<file path="src/rtl/fd_circle_fetch.sv">
// FAST-9 frame scanner: fetches each scan pixel's center and radius-3 ring from SRAM and presents them as one bundle.
// Optional FD_HIGH_SPEED_TEST_EN: cardinal-pixel early reject via a CHECK state before the full ring fetch.
module fd_circle_fetch #(
    parameter int COLUMNS = 180,
    parameter int ROWS    = 120
`ifdef FD_HIGH_SPEED_TEST_EN
    ,
    parameter int THRESH  = 20
`endif
) (
    input  logic         clk,
    input  logic         reset,
    input  logic         start,
    output logic         busy,
    output logic         done,
    output logic         sram_rd,
    output logic [14:0]  sram_addr,
    input  logic [7:0]   sram_rdata,
    output logic         out_valid,
    input  logic         out_ready,
    output logic [14:0]  out_addr,
    output logic [7:0]   out_center,
    output logic [127:0] out_circle
);
    localparam int C = COLUMNS;
    localparam logic [14:0] FIRST_ADDR = 15'(3 * C + 3);
    localparam logic [14:0] LAST_ADDR  = 15'((ROWS - 4) * C + C - 4);
    localparam logic [14:0] COL_FIRST  = 15'(3);
    localparam logic [14:0] COL_LAST   = 15'(C - 4);

    typedef enum logic [2:0] {S_IDLE, S_FETCH, S_DRAIN, S_PRESENT, S_CHECK, S_DONE} state_t;

    state_t       r_state, w_next;
    logic [4:0]   r_idx;
    logic [14:0]  r_ref, r_col;
    logic         r_cap_vld;
    logic [4:0]   r_cap_slot;
    logic [7:0]   r_pix [17];
    logic [4:0]   w_slot;
    logic [3:0]   w_k;
    logic [14:0]  w_off;
    logic         w_last, w_new_pixel;

    function automatic logic [14:0] ring_off(input logic [3:0] k);
        case (k)
            4'd0:    return 15'(-3 * C);
            4'd1:    return 15'(-3 * C + 1);
            4'd2:    return 15'(-2 * C + 2);
            4'd3:    return 15'(-C + 3);
            4'd4:    return 15'(3);
            4'd5:    return 15'(C + 3);
            4'd6:    return 15'(2 * C + 2);
            4'd7:    return 15'(3 * C + 1);
            4'd8:    return 15'(3 * C);
            4'd9:    return 15'(3 * C - 1);
            4'd10:   return 15'(2 * C - 2);
            4'd11:   return 15'(C - 3);
            4'd12:   return 15'(-3);
            4'd13:   return 15'(-C - 3);
            4'd14:   return 15'(-2 * C - 2);
            default: return 15'(-3 * C - 1);
        endcase
    endfunction

    // Slot 0 is the center, slot k+1 is ring pixel k.
    function automatic logic [4:0] fetch_slot(input logic [4:0] idx);
`ifdef FD_HIGH_SPEED_TEST_EN
        case (idx)
            5'd0:    return 5'd0;
            5'd1:    return 5'd1;
            5'd2:    return 5'd5;
            5'd3:    return 5'd9;
            5'd4:    return 5'd13;
            5'd5:    return 5'd2;
            5'd6:    return 5'd3;
            5'd7:    return 5'd4;
            5'd8:    return 5'd6;
            5'd9:    return 5'd7;
            5'd10:   return 5'd8;
            5'd11:   return 5'd10;
            5'd12:   return 5'd11;
            5'd13:   return 5'd12;
            5'd14:   return 5'd14;
            5'd15:   return 5'd15;
            default: return 5'd16;
        endcase
`else
        return idx;
`endif
    endfunction

    assign w_slot = fetch_slot(r_idx);
    assign w_k    = 4'(w_slot - 5'd1);
    assign w_off  = (w_slot == 5'd0) ? 15'd0 : ring_off(w_k);
    assign w_last = (r_ref == LAST_ADDR);

`ifdef FD_HIGH_SPEED_TEST_EN
    logic       w_keep;
    logic [2:0] w_bright, w_dark;
    logic [7:0] w_card [4];

    // Ring pixel 12 is still on the read bus during CHECK, so it bypasses the slot array.
    always_comb begin
        w_card[0] = r_pix[1];
        w_card[1] = r_pix[5];
        w_card[2] = r_pix[9];
        w_card[3] = sram_rdata;
        w_bright  = '0;
        w_dark    = '0;
        for (int i = 0; i < 4; i++) begin
            if ({1'b0, w_card[i]} > ({1'b0, r_pix[0]} + 9'(THRESH))) w_bright = w_bright + 3'd1;
            if (({1'b0, w_card[i]} + 9'(THRESH)) < {1'b0, r_pix[0]}) w_dark = w_dark + 3'd1;
        end
        w_keep = (w_bright >= 3'd2) || (w_dark >= 3'd2);
    end

    assign w_new_pixel = (((r_state == S_PRESENT) && out_ready) ||
                          ((r_state == S_CHECK) && !w_keep)) && !w_last;
`else
    assign w_new_pixel = (r_state == S_PRESENT) && out_ready && !w_last;
`endif

    always_ff @(posedge clk) begin
        if (reset) r_state <= S_IDLE;
        else       r_state <= w_next;
    end

    always_comb begin
        w_next = r_state;
        case (r_state)
            S_IDLE:    if (start) w_next = S_FETCH;
`ifdef FD_HIGH_SPEED_TEST_EN
            S_FETCH:   if (r_idx == 5'd4) w_next = S_CHECK;
                       else if (r_idx == 5'd16) w_next = S_DRAIN;
            S_CHECK:   if (!w_keep && w_last) w_next = S_DONE;
                       else w_next = S_FETCH;
`else
            S_FETCH:   if (r_idx == 5'd16) w_next = S_DRAIN;
`endif
            S_DRAIN:   w_next = S_PRESENT;
            S_PRESENT: if (out_ready) w_next = w_last ? S_DONE : S_FETCH;
            S_DONE:    w_next = S_IDLE;
            default:   w_next = S_IDLE;
        endcase
    end

    always_comb begin
        busy       = (r_state != S_IDLE);
        done       = (r_state == S_DONE);
        sram_rd    = (r_state == S_FETCH);
        sram_addr  = (r_state == S_FETCH) ? (r_ref + w_off) : 15'd0;
        out_valid  = (r_state == S_PRESENT);
        out_addr   = '0;
        out_center = '0;
        out_circle = '0;
        if (r_state == S_PRESENT) begin
            out_addr   = r_ref;
            out_center = r_pix[0];
            for (int k = 0; k < 16; k++) out_circle[8*k +: 8] = r_pix[k+1];
        end
    end

    always_ff @(posedge clk) begin
        if (reset) begin
            r_idx     <= '0;
            r_cap_vld <= 1'b0;
        end else begin
            r_cap_vld <= (r_state == S_FETCH);
            if (r_state == S_FETCH)                        r_idx <= r_idx + 5'd1;
            else if (w_new_pixel || (r_state == S_IDLE))   r_idx <= '0;
        end
    end

    // Read data lands one cycle after its strobe, so the slot travels alongside.
    always_ff @(posedge clk) begin
        r_cap_slot <= w_slot;
        if (r_cap_vld) r_pix[r_cap_slot] <= sram_rdata;
        if ((r_state == S_IDLE) && start) begin
            r_ref <= FIRST_ADDR;
            r_col <= COL_FIRST;
        end else if (w_new_pixel) begin
            if (r_col == COL_LAST) begin
                r_ref <= r_ref + 15'd7;
                r_col <= COL_FIRST;
            end else begin
                r_ref <= r_ref + 15'd1;
                r_col <= r_col + 15'd1;
            end
        end
    end
endmodule
</file>
<file path="config.mk">
export PLATFORM = sky130hd
export DESIGN_NAME = fd_circle_fetch
export DESIGN_NICKNAME = d
export VERILOG_FILES = /design/src/rtl/fd_circle_fetch.sv
export SDC_FILE = /design/constraint.sdc
export NUM_CORES = 1
export LEC_CHECK = 0
export BUFFER_PORTS_ARGS = -buffer_cell sky130_fd_sc_hd__buf_2
export CELL_PAD_IN_SITES_DETAIL_PLACEMENT = 0
export CELL_PAD_IN_SITES_GLOBAL_PLACEMENT = 2
export CORE_UTILIZATION = 37
export CTS_BUF_LIST = sky130_fd_sc_hd__clkbuf_8
export CTS_CLUSTER_SIZE = 30
export DETAILED_ROUTE_END_ITERATION = 8
export GPL_TIMING_DRIVEN = 1
export PLACE_DENSITY_LB_ADDON = 0.1
export SLEW_MARGIN = 20
export SYNTH_ARGS = -nofsm -noshare
export SYNTH_HDL_FRONTEND = slang
export SYNTH_SLANG_ARGS = --single-unit
</file>
<file path="constraint.sdc">
create_clock -name clk -period 5.3 [get_ports clk]
set_clock_uncertainty 0.2 [all_clocks]
set_input_delay 0.795 -clock clk [delete_from_list [all_inputs] [get_ports clk]]
set_output_delay 0.795 -clock clk [all_outputs]
set_load 0.01 [all_outputs]
</file>
======== After elaboration in Yosys (flattened, before gate mapping) ========
Memory sizes are Yosys's and may differ from the RTL's.
Index checks and enable logic that the tools add are counted.
storage, ports and cells
  flip-flop bits (word level) ............. 44
  bits in latches ......................... 0
  RAM bits ................................ 136
  bits in read-only memories .............. 240
  word-level logic and storage cells ...... 50
  memories ................................ 2
operators by class
  add/subtract/negate cells ............... 6
  multiply operators ...................... 0
  div/mod/pow operators ................... 0
  $lt $le $gt $ge ......................... 0
  equal/unequal tests ..................... 10
  shifts and indexed selects .............. 0
  multiplexer cells ....................... 16
  bitwise operators ....................... 0
  reduce and logical (&&, ||, !) cells .... 10
memory list
  memory            words  width  rd ports  clocked after Yosys merged registers in  wr ports  line  source
  (name not given)  16     15     1         0                                        0         45    case (k)
  r_pix             17     8      17        0                                        1         38    logic [7:0] r_pix [17];
operators with widths
  operator                 count
  $mux W128                1
  $mux W15                 5
  $add A15 B1 Y15 const B  2
  $add A15 B15 Y15         1
  $add A15 B3 Y15 const B  1
  $eq A15 B15 Y1 const B   1
  $eq A15 B8 Y1 const B    1
  $mux W3                  4
  $pmux W3 S4              1
  $mux W5                  2
  $mux W8                  1
  $eq A3 B2 Y1 const B     2
  $add A5 B1 Y5 const B    1
  $eq A5 B5 Y1 const B     1
  $logic_not A5 Y1         1
  $ne A2 B1 Y1 const B     2
  $sub A4 B1 Y4 const B    1
  $eq A3 B1 Y1 const B     1
  $eq A3 B3 Y1 const B     1
  $logic_and A1 B1 Y1      3
  $logic_not A3 Y1         1
  $reduce_and A3 Y1        1
  $reduce_bool A3 Y1       1
  $mux W1                  2
  4 further kinds          4

======== Logic depth before layout (Yosys ltp) ========
Gate-level depths: netlist (run 1).
  depth in word-level cells ............... 6
  gate-level depth with buffers ........... 16

======== Least setup slack after synthesis (run 1) ========
OpenSTA, ideal clock, no wires.
  path kind ............................... register to output
  start ................................... register r_idx[0]
  end ..................................... output port sram_addr[12]
  data arrival time ....................... 3.416 ns
  path slack .............................. 0.889 ns
  cell stages (with the launch flop) ...... 16
  cells stage by stage .................... dfxtp_1 > buf_2 > inv_1 > ha_1 > clkbuf_1 > nor2_1 > a21oi_1 > o221a_2 > or2_2 > fa_1 > nor2b_1 > o31a_1 > o2111ai_1 > a211o_1 > a211o_1 > nand2_1
on the way
  longest elaborated chain between the ends .. 5
  elaborated cells between the ends (all ways) .. 6
ends and longest elaborated chain
  what                      line  source
  start: declaration        34    logic [4:0] r_idx;
  start signal: assignment  169   if (r_state == S_FETCH) r_idx <= r_idx + 5'd1;
  $sub A4 B1 Y4             93    assign w_k = 4'(w_slot - 5'd1);
  $mem_v2 Z16 W15           --
  $mux W15 (*)              94    assign w_off = (w_slot == 5'd0) ? 15'd0 : ring_off(w_k);
  $add A15 B15 Y15 (*)      151   sram_addr = (r_state == S_FETCH) ? (r_ref + w_off) : 15'd0;
  $mux W15 (*)              151
  end: declaration          17    output logic [14:0] sram_addr,
Every way passes the cells marked *; elsewhere a longest branch is shown, timed or not.

======== Final worst setup path (run 1) ========
  start ................................... register r_idx[1]
  end ..................................... output port sram_addr[12]
Same word-level chain as after synthesis.

==> run metrics, run 1 <==
overall routed net length=roughly 20 mm; clock root buffer=clkbuf_8; PnR Total Power=0.002521 W; Max Clk Rate=about 200 MHz; setup slack, reg-to-reg=between 2000 and 3000 ps; CP max stage delay=about 430 ps; outcome=finished with violations; Initial Util=a little under two fifths; core area=21960 µm²; CP startpoint=r_idx[1]; CP max-delay cell=dfxtp_2; CP max FO=10; Final GP Congestion=0.7751; crit path buf inv count=2; synthesized netlist cell count=710; Antenna Cells=0; Netlist cell types=68; Final Hold Viols=0; Synth-to-Final Area Change=18.18%; power density cells=~260 nW/µm²; worst slew pin tran=1029 ps; worst min path class=reg2reg; Slew Viols, Final=0; Worst Setup End Kind=primary output; Clock transition at path regs=around 90 ps; Final Critical Period=between 4000 and 5000 ps; period utilization=between 90% and 100%; ys async rst share=0%; largest net degree at the start of global routing=between 100 and 150; synth warn=0; vias per cell=around 4.8; wire length per cell=between 15 and 20 µm; Crit Path Class=reg2out; Setup-failing EPs final=0; CTS H-tree depth=4; Pre-antenna DRT Iters=6; Final Util=roughly 45%; Seq cells post-synth=180; # placed instances=roughly 1.1k; Post-DRT Antenna Nets=0; Reg2Reg Launch Point=r_state[0]; clk_lat worst skew=about 440 ps; Post-Syn Area=between 8000 and 9000 µm²; post-DP HPWL=roughly 14 mm; DR iter-0 viols=340; Worst EP required=between 4000 and 5000 ps; initial antenna violation count=0; drt drc=19; Clock Path Buffers=2; sequential share of the synthesized area=between 50 and 60%; Post-Layout Cell Count=~1.2k; number of I/O pins=roughly 180; vias in the first global route=5464; Pleak=4.072 nW; unrepaired setup endpoints after global routing=true; slew margin rel.=approximately a third; clock sinks=180; Critical Path AT=4000 ps; Worst path top cell family by delay=compound AO/OA/AOI/OAI gates; Worst Hold Launch=r_idx[4]; global-route wire length before repair=roughly 31 mm; number of max-cap violations=0; CTS tree=built; Die Y=152.2 µm; Top cell by count, worst path=a211o_1; layout cells sized above 1=28.25%; Num CTS Buffers=17; via count=about 5.6k; syn_area_per_cell=approximately 12 µm²; Main synth FF type=edfxtp_1; # rows=between 50 and 60; setup bufs post-CTS=0; GRT Overall Usage=17.45%; failing checks=DRC; critical-path cell list=inv_1, ha_2, nor2_1, a21oi_1, o221a_2, or2_2, fa_1, nor2b_1, o31a_1, o2111ai_2, a211o_1, a211o_1, nand2_1, buf_2; Nets=approximately 910; Die X=about 150 µm; Post-synth EDFFs=~140; die area=23150 µm²; worst vdd ir=between 0.1 and 0.15 mV; gr ovfl total=0; syn_nets=around 740; startpoint class of the critical path=flop; IO Port Bufs=181; Hold Buf Count CTS=0
layout make-up:
cell class | count | area, µm²
timing repair buffer | 184 | 928.4
fill | 2101 | 12100
clock inverter | 14 | 127.6
inverter | 16 | 60.06
tap | 280 | 350.3
clock buffer | 17 | 234.0
multi-input combinational | 481 | 3191
sequential | 180 | 4967
cell usage after synthesis, drive strengths merged (3+ instances only):
| library cell | number | area share (%) |
|---|---|---|
| and2 | 157 | 12 |
| edfxtp | 136 | 49 |
| nor2 | 62 | 2.9 |
| dfxtp | 44 | 11 |
| nand2 | 31 | 1.5 |
| xnor2 | 27 | 2.9 |
| nor3 | 24 | 1.6 |
| clkbuf | 23 | 1.0 |
| o21ai | 23 | 1.4 |
| ha | 18 | 2.7 |
| a21oi | 16 | 0.96 |
| inv | 16 | 0.72 |
| nand3 | 14 | 0.84 |
| buf | 10 | 0.87 |
| a211oi | 9 | 0.87 |
| nand4 | 9 | 1.2 |
| nor4 | 9 | 1.3 |
| or3 | 8 | 0.60 |
| xor2 | 7 | 0.73 |
| nand2b | 6 | 0.45 |
| nor2b | 6 | 0.45 |
| a21o | 5 | 0.45 |
| and3 | 5 | 0.37 |
| a211o | 4 | 0.42 |
| nor3b | 4 | 0.42 |
| or2 | 4 | 0.30 |
| o211ai | 3 | 0.27 |
| o21a | 3 | 0.27 |
metrics by stage:
step / hold WS [ps] / worst slack [ps] / setup TNS [ps] / area (µm²)
after CTS: 240.0 / 128.9 / 0 / 9834
after global placement: 220.6 / 608.1 / 0 / 9464
after floorplan: 168.8 / 888.7 / 0 / 8342
after global routing: 268.5 / -0.3695 / -0.3695 / 9858
final: 229.8 / 309.6 / 0 / 9858
after detailed placement: 224.4 / 485.5 / 0 / 9464
state kept, by name, indices dropped and copies added, names as in the netlist:
name	cells
r_pix	136
r_cap_slot	5
r_cap_vld	1
r_col	15
r_ref	15
r_idx	5
r_state	3
power by group:
part           internal [W]  switching [W]  leakage (nW)  total [W]
Clock              0.000374       0.000482         0.181   0.000856
Sequential          0.00152     0.00000315          1.58    0.00152
Combinational     0.0000490      0.0000960          2.31   0.000145
cell families after synthesis:
group	count (synthesis)	synth area share [%]
flip-flops	180	59.52
buffers and inverters	49	2.640
AO/OA/AOI/OAI	77	6.045
adder cells (fa/ha/maj)	20	3.180
AND/OR/NAND/NOR	349	24.82
XOR/XNOR	34	3.660
multiplexers	1	0.1350
per-layer routing:
layer  part of all wire, %  track usage (%)  vias up
met2                    49            29.27      139
li1                      -                -     2814
met4                   1.1            4.956        0
met1                    45            22.51     2672
met3                   4.6            4.039       16
met5                     0                0        -
final timing paths:
kind                                       to  cells past startpoint
worst max-delay path            sram_addr[12]                     14
worst min-delay path            r_cap_slot[4]                      0
worst max register to register       r_ref[7]                      5
worst min register to register  r_cap_slot[4]                      0
placed cells by master, fill, tap and decap left out, types with 6 or more instances in the layout:
cell,n
edfxtp_1,136
a211oi_1,8
clkbuf_8,17
nand2b_1,6
buf_2,181
ha_1,16
nand3_1,14
nor2_1,59
xor2_1,6
inv_1,17
o21ai_0,21
nor3_1,22
xnor2_1,26
nor2b_1,6
and2_1,155
or3_1,8
a21oi_1,16
nand2_1,29
dfxtp_1,42
timing repair:
item / in CTS / in global routing
pin swaps: 0 / 1
resized for setup: 2 / 5
setup endpoints to repair: 2 / 5
Power figures use the tool's default switching activity.
==> run 2: changes to the inputs <==
Settings changed: CELL_PAD_IN_SITES_DETAIL_PLACEMENT 0 to not set, CELL_PAD_IN_SITES_GLOBAL_PLACEMENT 2 to not set, CORE_UTILIZATION 37 to 47, PLACE_DENSITY set to 0.71, PLACE_DENSITY_LB_ADDON 0.1 to not set.
==> run 2 against run 1 <==
  * The run now ends clean
  * Sequential power about the same
  * Sequential cell count is the same
  * Maximum frequency is 1.4% lower
  * Die area fell by 21%
  * Power increased by 3.8%
  * Core utilization rose by 12 points
  * Non-clock buffer count unchanged
  * First-iteration DRC count decreased by 26%
  * Largest cell class unchanged
==> run metrics, run 2 (synthesis results as in run 1) <==
register cell area after layout=4967 µm² (unchanged); Die X=135.2 µm (was 152.2 µm); via count=5670 (was 5641); core area=17300 µm² (was 21960 µm²); Worst path top cell family by delay=compound AO/OA/AOI/OAI gates (unchanged); vias in the first global route=5022 (was 5464); area of the multi-input gates=3203 µm² (was 3191 µm²); Slew Viols, Final=0 (unchanged); Num CTS Buffers=17 (unchanged); die area=18290 µm² (was 23150 µm²); Crit Path Class=reg2out (unchanged); r2r endpoint=r_col[9] (was r_ref[7]); Placement Cell Area=9388 µm² (was 9464 µm²); setup_tns=0 ps (unchanged); Worst Hold Launch=r_idx[1] (was r_idx[4]); Fill cells=1497 (was 2101); most frequent cells in the layout=181 x buf_2, 155 x and2_1, 136 x edfxtp_1 (unchanged); Final GP Congestion=0.9481 (was 0.7751); Final Hold Viols=0 (unchanged); Synth-to-Final Area Change=18.07% (was 18.18%); drt drc=0 (was 19); Setup-failing EPs final=0 (unchanged); CP max FO=10 (unchanged); Worst EP required=4300 ps (about the same); Clock Path Buffers=2 (unchanged); Die Y=135.2 µm (was 152.2 µm); Nets=912 (unchanged); clk_lat worst skew=450 ps (was 440 ps); critical-path cell list=inv_1, ha_1, nor2_1, a21oi_1, o221a_2, or2_2, fa_1, nor2b_1, o31a_1, o2111ai_2, a211o_1, a211o_1, nand2_1, buf_2 (was inv_1, ha_2, nor2_1, a21oi_1, o221a_2, or2_2, fa_1, nor2b_1, o31a_1, o2111ai_2, a211o_1, a211o_1, nand2_1, buf_2); number of max-cap violations=0 (unchanged); Pleak=4.111 nW (was 4.072 nW); clock root buffer=clkbuf_8 (unchanged); cell area after layout=9849 µm² (was 9858 µm²); Largest Register=r_pix (unchanged); period utilization=95.54% (was 94.16%); outcome=finished, final reports clean (was finished with violations); Worst Setup End Kind=primary output (unchanged); worst min path class=reg2reg (unchanged); Critical Path AT=4070 ps (was 4000 ps); Reg2Reg Launch Point=r_state[1] (was r_state[0]); crit path buf inv count=2 (unchanged); Max Clk Rate=197.5 MHz (was 200.4 MHz); Pre-antenna DRT Iters=4 (was 6); Post-DRT Antenna Nets=0 (unchanged); largest net degree at the start of global routing=111 (unchanged); final worst slack=236.2 ps (was 309.6 ps); most common cell after layout, fill and taps aside=buf_2 (unchanged); clock sinks=180 (unchanged); initial antenna violation count=0 (unchanged); wire length per cell=16.14 µm (was 16.82 µm); Hold EP=r_cap_slot[1] (was r_cap_slot[4]); global-route wire length before repair=27.50 mm (was 31.09 mm); overall routed net length=18.05 mm (was 19.72 mm); CP max-delay cell=dfxtp_2 (unchanged); Final Critical Period=5064 ps (was 4990 ps); vias per cell=5.072 (was 4.813); R2R cell count=5 (unchanged); setup slack, reg-to-reg=2640 ps (was 2530 ps); layout cells sized above 1=28.22% (was 28.25%); Clock transition at path regs=90 ps (about the same); CTS tree=built (unchanged); Top cell by count, worst path=a211o_1 (unchanged); DR iter-0 viols=253 (was 340); worst hold path depth=0 (unchanged); Initial Util=48.23% (was 37.99%); slew margin rel.=37.32% (was 31.41%); # rows=48 (was 54); max reg flops=136 (unchanged); power density cells=265.8 nW/µm² (was 255.8 nW/µm²); pre-CTS setup slack=496.2 ps (was 485.5 ps); Hold Buf Count CTS=0 (unchanged); Largest regs=r_pix: 136 flops, r_col: 15 flops, r_ref: 15 flops (unchanged); GRT Overall Usage=19.91% (was 17.45%); CP max stage delay=430 ps (about the same); worst vdd ir=0.2003 mV (was 0.1335 mV); worst slew pin tran=940.2 ps (was 1029 ps); Antenna Cells=0 (unchanged); startpoint class of the critical path=flop (unchanged); CTS H-tree depth=4 (unchanged); number of I/O pins=182 (unchanged); IO Port Bufs=181 (unchanged); gr ovfl total=0 (unchanged); post-DP HPWL=12.35 mm (was 13.79 mm)
run 2: changes by cell type in the layout (fill, tap and decap cells not counted), sizes merged:
cell | before | now
clkinvlp | 3 | 1
bufinv | 1 | 2
clkinv | 4 | 5
inv | 22 | 23
run 2: worst max path at each step:
stage	depth (start not counted)	endpoint	from
6_report	14	sram_addr[12]	r_idx[1]
3_3_place_gp	15	sram_addr[12]	r_idx[1]
4_1_cts	14	sram_addr[12]	r_idx[1]
2_1_floorplan	15	sram_addr[12]	r_idx[0]
3_5_place_dp	15	sram_addr[12]	r_idx[1]
5_1_grt	14	sram_addr[12]	r_idx[1]
run 2: cell type report:
type / instances / area share, %
Sequential cell: 180 / 50.43
Multi-Input combinational cell: 481 / 32.52
Timing Repair Buffer: 184 / 9.426
Tap cell: 225 / 2.858
Clock buffer: 17 / 2.376
Clock inverter: 15 / 1.778
Inverter: 16 / 0.6098
run 2: what timing repair did:
item	in CTS	in global routing
gates resized for setup	1	7
setup buffers	0	1
pin swaps	0	1
endpoints found under the setup margin	1	8
run 2: power by group:
| part | switching (W) | internal [W] |
|---|---|---|
| Clock | 0.000516 | 0.000434 |
| Sequential | 0.00000304 | 0.00152 |
| Combinational | 0.0000967 | 0.0000506 |
run 2: worst register-to-register path, cell delays in order (launching register included):
cell and delay (ps):
dfxtp_1 470, and3b_4 820, and2_4 370, nand4_2 190
or3_1 400, a21oi_1 140
run 2: through the flow:
stage / utilization (%) / hold WS [ps] / power [W] / cells
finish: 56.94 / 228.0 / 0.002618 / 1118
global route: 56.94 / 244.9 / 0.002704 / 1118
detailed placement: 54.28 / 219.2 / 0.001693 / 1085
CTS: 56.68 / 231.8 / 0.002634 / 1117
floorplan: - / 168.8 / 0.001641 / 710
global placement: 54.28 / 218.0 / 0.001692 / 1085
run 2: metal layers:
layer	vias to the layer above	global-route usage, %	share of wire, %
li1	2816	-	-
met1	2653	27.99	47
met2	185	30.80	46
met3	16	4.190	5.6
met4	0	6.367	1.0
met5	-	0	0
